===== src/rtl/awb_gain.sv =====
// awb_gain: gray-world auto white balance with per-frame R/B gain computed by a restoring divider.
// Optional manual gain override is compiled in with AWB_MANUAL_EN.
module awb_gain #(
    parameter int SUM_W     = 28,
    parameter int GAIN_W    = 12,
    parameter int GAIN_FRAC = 8
) (
    input  logic              clk,
    input  logic              reset_n,
    input  logic              in_vsync,
    input  logic              in_hsync,
    input  logic              in_den,
    input  logic [7:0]        in_R,
    input  logic [7:0]        in_G,
    input  logic [7:0]        in_B,
`ifdef AWB_MANUAL_EN
    input  logic              man_en,
    input  logic [GAIN_W-1:0] man_gain_r,
    input  logic [GAIN_W-1:0] man_gain_b,
`endif
    output logic              out_vsync,
    output logic              out_hsync,
    output logic              out_den,
    output logic [7:0]        out_R,
    output logic [7:0]        out_G,
    output logic [7:0]        out_B,
    output logic [GAIN_W-1:0] gain_r,
    output logic [GAIN_W-1:0] gain_b,
    output logic              busy
);
    localparam logic [1:0] IDLE = 2'd0, DIV_R = 2'd1, DIV_B = 2'd2, DONE = 2'd3;
    localparam int PW = 8 + GAIN_W;
    localparam int IB = GAIN_W - GAIN_FRAC;
    localparam int CW = $clog2(GAIN_W + 1);
    localparam logic [GAIN_W-1:0] ONE = GAIN_W'(1 << GAIN_FRAC);

    function automatic logic [7:0] sat(input logic [PW-1:0] p);
        return |p[PW-1:GAIN_FRAC+8] ? 8'hFF : p[GAIN_FRAC+7:GAIN_FRAC];
    endfunction

    function automatic logic [SUM_W-1:0] acc(input logic [SUM_W-1:0] s, input logic [7:0] x);
        logic [SUM_W:0] t;
        t = {1'b0, s} + (SUM_W+1)'(x);
        return t[SUM_W] ? '1 : t[SUM_W-1:0];
    endfunction

    logic [1:0]        state;
    logic [CW-1:0]     cnt;
    logic              vs_d, rise, fall;
    logic [PW-1:0]     p_r, p_b;
    logic [7:0]        g_d;
    logic [2:0]        sync_d;
    logic [SUM_W-1:0]  sum_r, sum_g, sum_b, op_r, op_g, op_b, dv, rem, dsel, rem_nx;
    logic [SUM_W:0]    rem_sh, diff;
    logic [GAIN_W-1:0] n_lo, q, q_nx, res, spec_val, pend_r, pend_b, man_r, man_b;
    logic              spec, ge, pend_valid, man_sel;

`ifdef AWB_MANUAL_EN
    assign man_sel = man_en;
    assign man_r   = man_gain_r;
    assign man_b   = man_gain_b;
`else
    assign man_sel = 1'b0;
    assign man_r   = ONE;
    assign man_b   = ONE;
`endif

    assign rise = in_vsync & ~vs_d;
    assign fall = ~in_vsync & vs_d;
    assign busy = state != IDLE;

    always_comb begin
        dsel   = state == DIV_R ? op_r : op_b;
        rem_sh = {rem, n_lo[GAIN_W-1]};
        diff   = rem_sh - {1'b0, dv};
        ge     = rem_sh >= {1'b0, dv};
        rem_nx = ge ? diff[SUM_W-1:0] : rem_sh[SUM_W-1:0];
        q_nx   = {q[GAIN_W-2:0], ge};
        res    = spec ? spec_val : q_nx;
    end

    // two-stage pixel pipeline; G only needs delay matching
    always_ff @(posedge clk or negedge reset_n) begin
        if (!reset_n) begin
            p_r <= '0;
            p_b <= '0;
            g_d <= '0;
            sync_d <= '0;
            {out_vsync, out_hsync, out_den} <= '0;
            out_R <= '0;
            out_G <= '0;
            out_B <= '0;
        end else begin
            p_r <= in_R * gain_r;
            p_b <= in_B * gain_b;
            g_d <= in_G;
            sync_d <= {in_vsync, in_hsync, in_den};
            {out_vsync, out_hsync, out_den} <= sync_d;
            out_R <= sat(p_r);
            out_G <= g_d;
            out_B <= sat(p_b);
        end
    end

    always_ff @(posedge clk or negedge reset_n) begin
        if (!reset_n) begin
            state <= IDLE;
            cnt <= '0;
            vs_d <= 1'b0;
            {sum_r, sum_g, sum_b, op_r, op_g, op_b, dv, rem} <= '0;
            n_lo <= '0;
            q <= '0;
            spec <= 1'b0;
            spec_val <= '0;
            pend_r <= ONE;
            pend_b <= ONE;
            pend_valid <= 1'b0;
            gain_r <= ONE;
            gain_b <= ONE;
        end else begin
            vs_d <= in_vsync;
            if (fall) begin
                sum_r <= '0;
                sum_g <= '0;
                sum_b <= '0;
            end else if (in_vsync && in_den) begin
                sum_r <= acc(sum_r, in_R);
                sum_g <= acc(sum_g, in_G);
                sum_b <= acc(sum_b, in_B);
            end
            if (fall && state == IDLE) begin
                op_r <= sum_r;
                op_g <= sum_g;
                op_b <= sum_b;
                cnt <= '0;
                state <= DIV_R;
            end else if ((state == DIV_R || state == DIV_B) && cnt == '0) begin
                // numerator is sumG << GAIN_FRAC; top bits seed the remainder
                rem <= op_g >> IB;
                n_lo <= {op_g[IB-1:0], {GAIN_FRAC{1'b0}}};
                dv <= dsel;
                q <= '0;
                spec <= (dsel == '0) || ((op_g >> IB) >= dsel);
                spec_val <= (dsel == '0) ? ONE : '1;
                cnt <= 1'b1;
            end else if (state == DIV_R || state == DIV_B) begin
                rem <= rem_nx;
                n_lo <= n_lo << 1;
                q <= q_nx;
                cnt <= cnt + 1'b1;
                if (cnt == CW'(GAIN_W)) begin
                    cnt <= '0;
                    if (state == DIV_R) pend_r <= res;
                    else pend_b <= res;
                    state <= state == DIV_R ? DIV_B : DONE;
                end
            end else if (state == DONE) begin
                pend_valid <= 1'b1;
                state <= IDLE;
            end
            // gains only move at frame start, and never while a result is half-written
            if (rise && man_sel) begin
                gain_r <= man_r;
                gain_b <= man_b;
            end else if (rise && pend_valid && state == IDLE) begin
                gain_r <= pend_r;
                gain_b <= pend_b;
                pend_valid <= 1'b0;
            end
        end
    end
endmodule


===== config.mk =====
export PLATFORM = sky130hd
export DESIGN_NAME = awb_gain
export DESIGN_NICKNAME = d
export VERILOG_FILES = /design/src/rtl/awb_gain.sv
export SDC_FILE = /design/constraint.sdc
export NUM_CORES = 1
export LEC_CHECK = 0
export ABC_AREA = 0
export CAP_MARGIN = 20
export CORE_ASPECT_RATIO = 0.7
export CORE_MARGIN = 4
export CORE_UTILIZATION = 36
export CTS_CLUSTER_DIAMETER = 120
export DETAILED_ROUTE_END_ITERATION = 10
export MAX_ROUTING_LAYER = met4
export SLEW_MARGIN = 20
export SYNTH_ARGS = -nofsm -noshare
export SYNTH_HDL_FRONTEND = slang
export SYNTH_SLANG_ARGS = --single-unit

===== constraint.sdc =====
create_clock -name clk -period 6.5 [get_ports clk]
set_input_delay 1.3 -clock clk [delete_from_list [all_inputs] [get_ports clk]]
set_output_delay 1.3 -clock clk [all_outputs]
set_load 0.01 [all_outputs]

==> summary.md, run 1 <==
| Metric | Value |
|---|---|
| Outcome | `finished, final reports clean` |
| CTS Hold Bufs | `0` |
| Fillers | `6405` |
| Number of CTS-inserted buffers | `39` |
| CTS H-tree lvls | `2` |
| WHS | `347 ps` |
| CP Depth | `16` |
| Tot GR Track Use | `0.195` |
| Max-capacitance violation count | `0` |
| Worst-path cell chain | `clkdlybuf4s50_1 -> nand2_1 -> fa_1 -> fa_1 -> inv_1 -> fa_1 -> fa_1 -> ha_1 -> nor4_1 -> o21ai_0 -> a31oi_1 -> o21ai_0 -> a221oi_1 -> o21ai_0 -> o41ai_1 -> xnor2_1` |
| CP max-delay cell | `clkdlybuf4s50_1` |
| Startpoint types | `primary input` |
| HP Class | `flip-flop to flip-flop` |
| #FFs+latches synth | `359` |
| Placer Congestion | `0.905` |
| TritonCTS clock tree | `built` |
| CP top delay family | `adder cells` |
| Area Growth Syn to Fin | `13.8%` |
| Worst slack, placed | `-105 ps` |
| First-pass GRT wire length | `107000 um` |
| Fin area | `27000 um^2` |
| Worst R2R Setup Slack | `1110 ps` |
| Setup CP Type | `primary input to flip-flop` |
| Tot Pwr | `0.0115 W` |
| Post-synth net total | `2884` |
| Most frequent cells after synthesis | `nand2_1, dfrtp_1, inv_1` |
| R2R cell count | `15` |
| Syn. warnings | `0` |
| Worst Path Max Fanout | `8` |
| Grt met2 use | `0.255` |
| First DRT Iteration DRCs | `1897` |
| Gr ovfl total | `0` |
| Initial antenna violation count | `0` |
| I/O Pins | `81` |
| DRT Pass-1 Iters | `7` |
| Number of synthesized flops with an enable pin | `0` |
| Worst reg2reg endpoint | `p_b[19]$_DFF_PN0_` |
| Clock Latency Late Sink | `580 ps` |
| Synthesized area | `23800 um^2` |
| Placement Cell Area | `25600 um^2` |
| Routed Antenna Nets | `0` |
| Register area share after synthesis | `0.378` |
| Peak VDD IR | `0.180 mV` |
| Shortest period the worst path allows | `6100 ps` |
| Worst-Margin Slew | `1000 ps` |
| Critical Path End | `p_b[19]$_DFF_PN0_` |
| Nets@finish | `2941` |
| Dpl hpwl | `49400 um` |
| Final max-slew violation count | `0` |
| Synth async-reset ratio | `1.00` |
| Critical path arrival | `6600 ps` |
| DRC Markers | `0` |
| Worst slew margin | `0.331` |
| Sink Count | `359` |
| Fmax | `0.164 GHz` |
| Avg WL per Cell | `18.8 um` |
| Worst path max stage delay | `720 ps` |
| Cell Rows | `78` |
| Top post-synthesis cells by area | `dfrtp_1, fa_1, ha_1` |
| Hold Violations, Final | `0` |
| GR Layer Usage met3 | `0.0332` |
| Most Crowded Layer GR | `met1` |
| Post-Syn Area per Cell | `9.22 um^2` |
| CP endpoint kind | `flip-flop` |
| Final WL | `66700 um` |
| Die X | `315 um` |
| Req. time, crit path | `7000 ps` |
| Setup violations, final | `0` |
| Buf/Inv on CP | `2` |
| Cell taking the most area after synthesis | `dfrtp_1` |
| Yosys top cell area share | `0.374` |
| Period utilization | `0.939` |
| Post-CTS setup repair buffer count | `0` |
| Vias/cell | `5.39` |
| Pleak | `13.2 nW` |
| Met1 usage | `0.309` |
| Synth cell types | `74` |
| Root buf cell | `clkbuf_16` |
| Final Skew | `28.5 ps` |
| CP most frequent cell | `fa_1` |
| WHS Path Cells | `0` |
| Setup WS post-layout | `398 ps` |
| Largest net degree at the start of global routing | `158` |
| Die height | `223 um` |
| Die area | `70200 um^2` |
| Resized Gates After CTS | `0` |
| Share of cells above drive strength 1 | `0.0634` |
| Initial Utilization | `0.365` |
| Top-count cell post-synth | `nand2_1` |
| Vias in the first global route | `18700` |
| # port buffers | `80` |
| Pwr per Cell Area | `424 nW/um^2` |
| Vias | `19100` |
| Worst reg2reg startpoint | `gain_b[0]$_DFFE_PN0P_` |
| Core area | `65100 um^2` |
| Worst Setup SP | `in_B[5]` |
| Primary FF master, synth | `dfrtp_1` |
| RSZ-0062 raised after global routing | `false` |
| CTS clk-pin slew, worst paths | `60 ps` |
| Final Core Density | `0.415` |
| Mapped Cells | `2576` |
| Clock buffer depth | `3` |
[cells in the final DEF, fill, tap and decap left out, types with 38 or more instances in the layout]
cell,instances
nor2_1,136
nand2_1,402
and2_1,169
inv_1,219
clkbuf_16,39
nor3_1,48
nand3_1,55
xnor2_1,38
clkdlybuf4s50_1,79
o21ai_0,141
mux2i_1,40
ha_1,156
a21oi_1,157
fa_1,122
dfrtp_1,355
buf_4,41
[how the worst min path moves through the flow]
stage | from | endpoint | slack, ps
floorplan | g_d[0]$_DFF_PN0_ | out_G[0]$_DFF_PN0_ | 330
global placement | g_d[6]$_DFF_PN0_ | out_G[6]$_DFF_PN0_ | 340
detailed placement | sync_d[0]$_DFF_PN0_ | out_den$_DFF_PN0_ | 340
CTS | g_d[0]$_DFF_PN0_ | out_G[0]$_DFF_PN0_ | 350
global route | g_d[0]$_DFF_PN0_ | out_G[0]$_DFF_PN0_ | 350
finish | g_d[6]$_DFF_PN0_ | out_G[6]$_DFF_PN0_ | 350
[per-stage QoR]
step,std cells,setup TNS (ps)
floorplan,2576,0
global placement,3471,0
detailed placement,3472,-172
CTS,3544,0
global route,3544,0
finish,3545,0
[layout make-up]
class	count	area, um^2	share of cell area
clock inverters	20	284	0.0105
repair buffers	124	1170	0.0434
flip-flops and latches	359	8990	0.333
clock buffers	52	1100	0.0409
well taps	880	1100	0.0407
inverters	219	822	0.0304
multi-input cells	1890	13600	0.501
diodes	1	2.50	0.0000926
[layer usage]
metal	routed length (um)	share of wire
met5	0	0
met3	4540	0.068
met4	1350	0.020
met1	34400	0.52
met2	26500	0.40
[flip-flops by register name, summed over array words and instances (netlist names), 28 cells and up]
signal  flops
sum_g      28
sum_r      28
op_r       28
op_g       28
rem        28
dv         28
sum_b      28
op_b       28
[report_power, final]
group	total [W]	internal (W)	leakage, nW	switching (W)
Sequential	0.00330	0.00281	4.70	0.000498
Clock	0.00240	0.00141	0.674	0.000988
Combinational	0.00576	0.00224	7.84	0.00352
[cells by family after synthesis]
kind of cell    after synthesis  share of synthesized area
compound gates              520                      0.138
xor+xnor                     56                     0.0207
fa+ha+maj                   279                      0.186
buf+inv                     327                     0.0525
flops                       359                      0.378
mux                          63                     0.0278
simple gates                972                      0.197
No activity file was read; power rests on OpenSTA's default activity.
==> inputs of run 2 (changes only) <==
--- a/config.mk
+++ b/config.mk
@@ -17,3 +17,4 @@
 export SYNTH_ARGS = -nofsm -noshare
 export SYNTH_HDL_FRONTEND = slang
 export SYNTH_SLANG_ARGS = --single-unit
+export TNS_END_PERCENT = 30
==> results of run 2 <==
The final DEF is identical to that of run 1; final timing and power are the same.
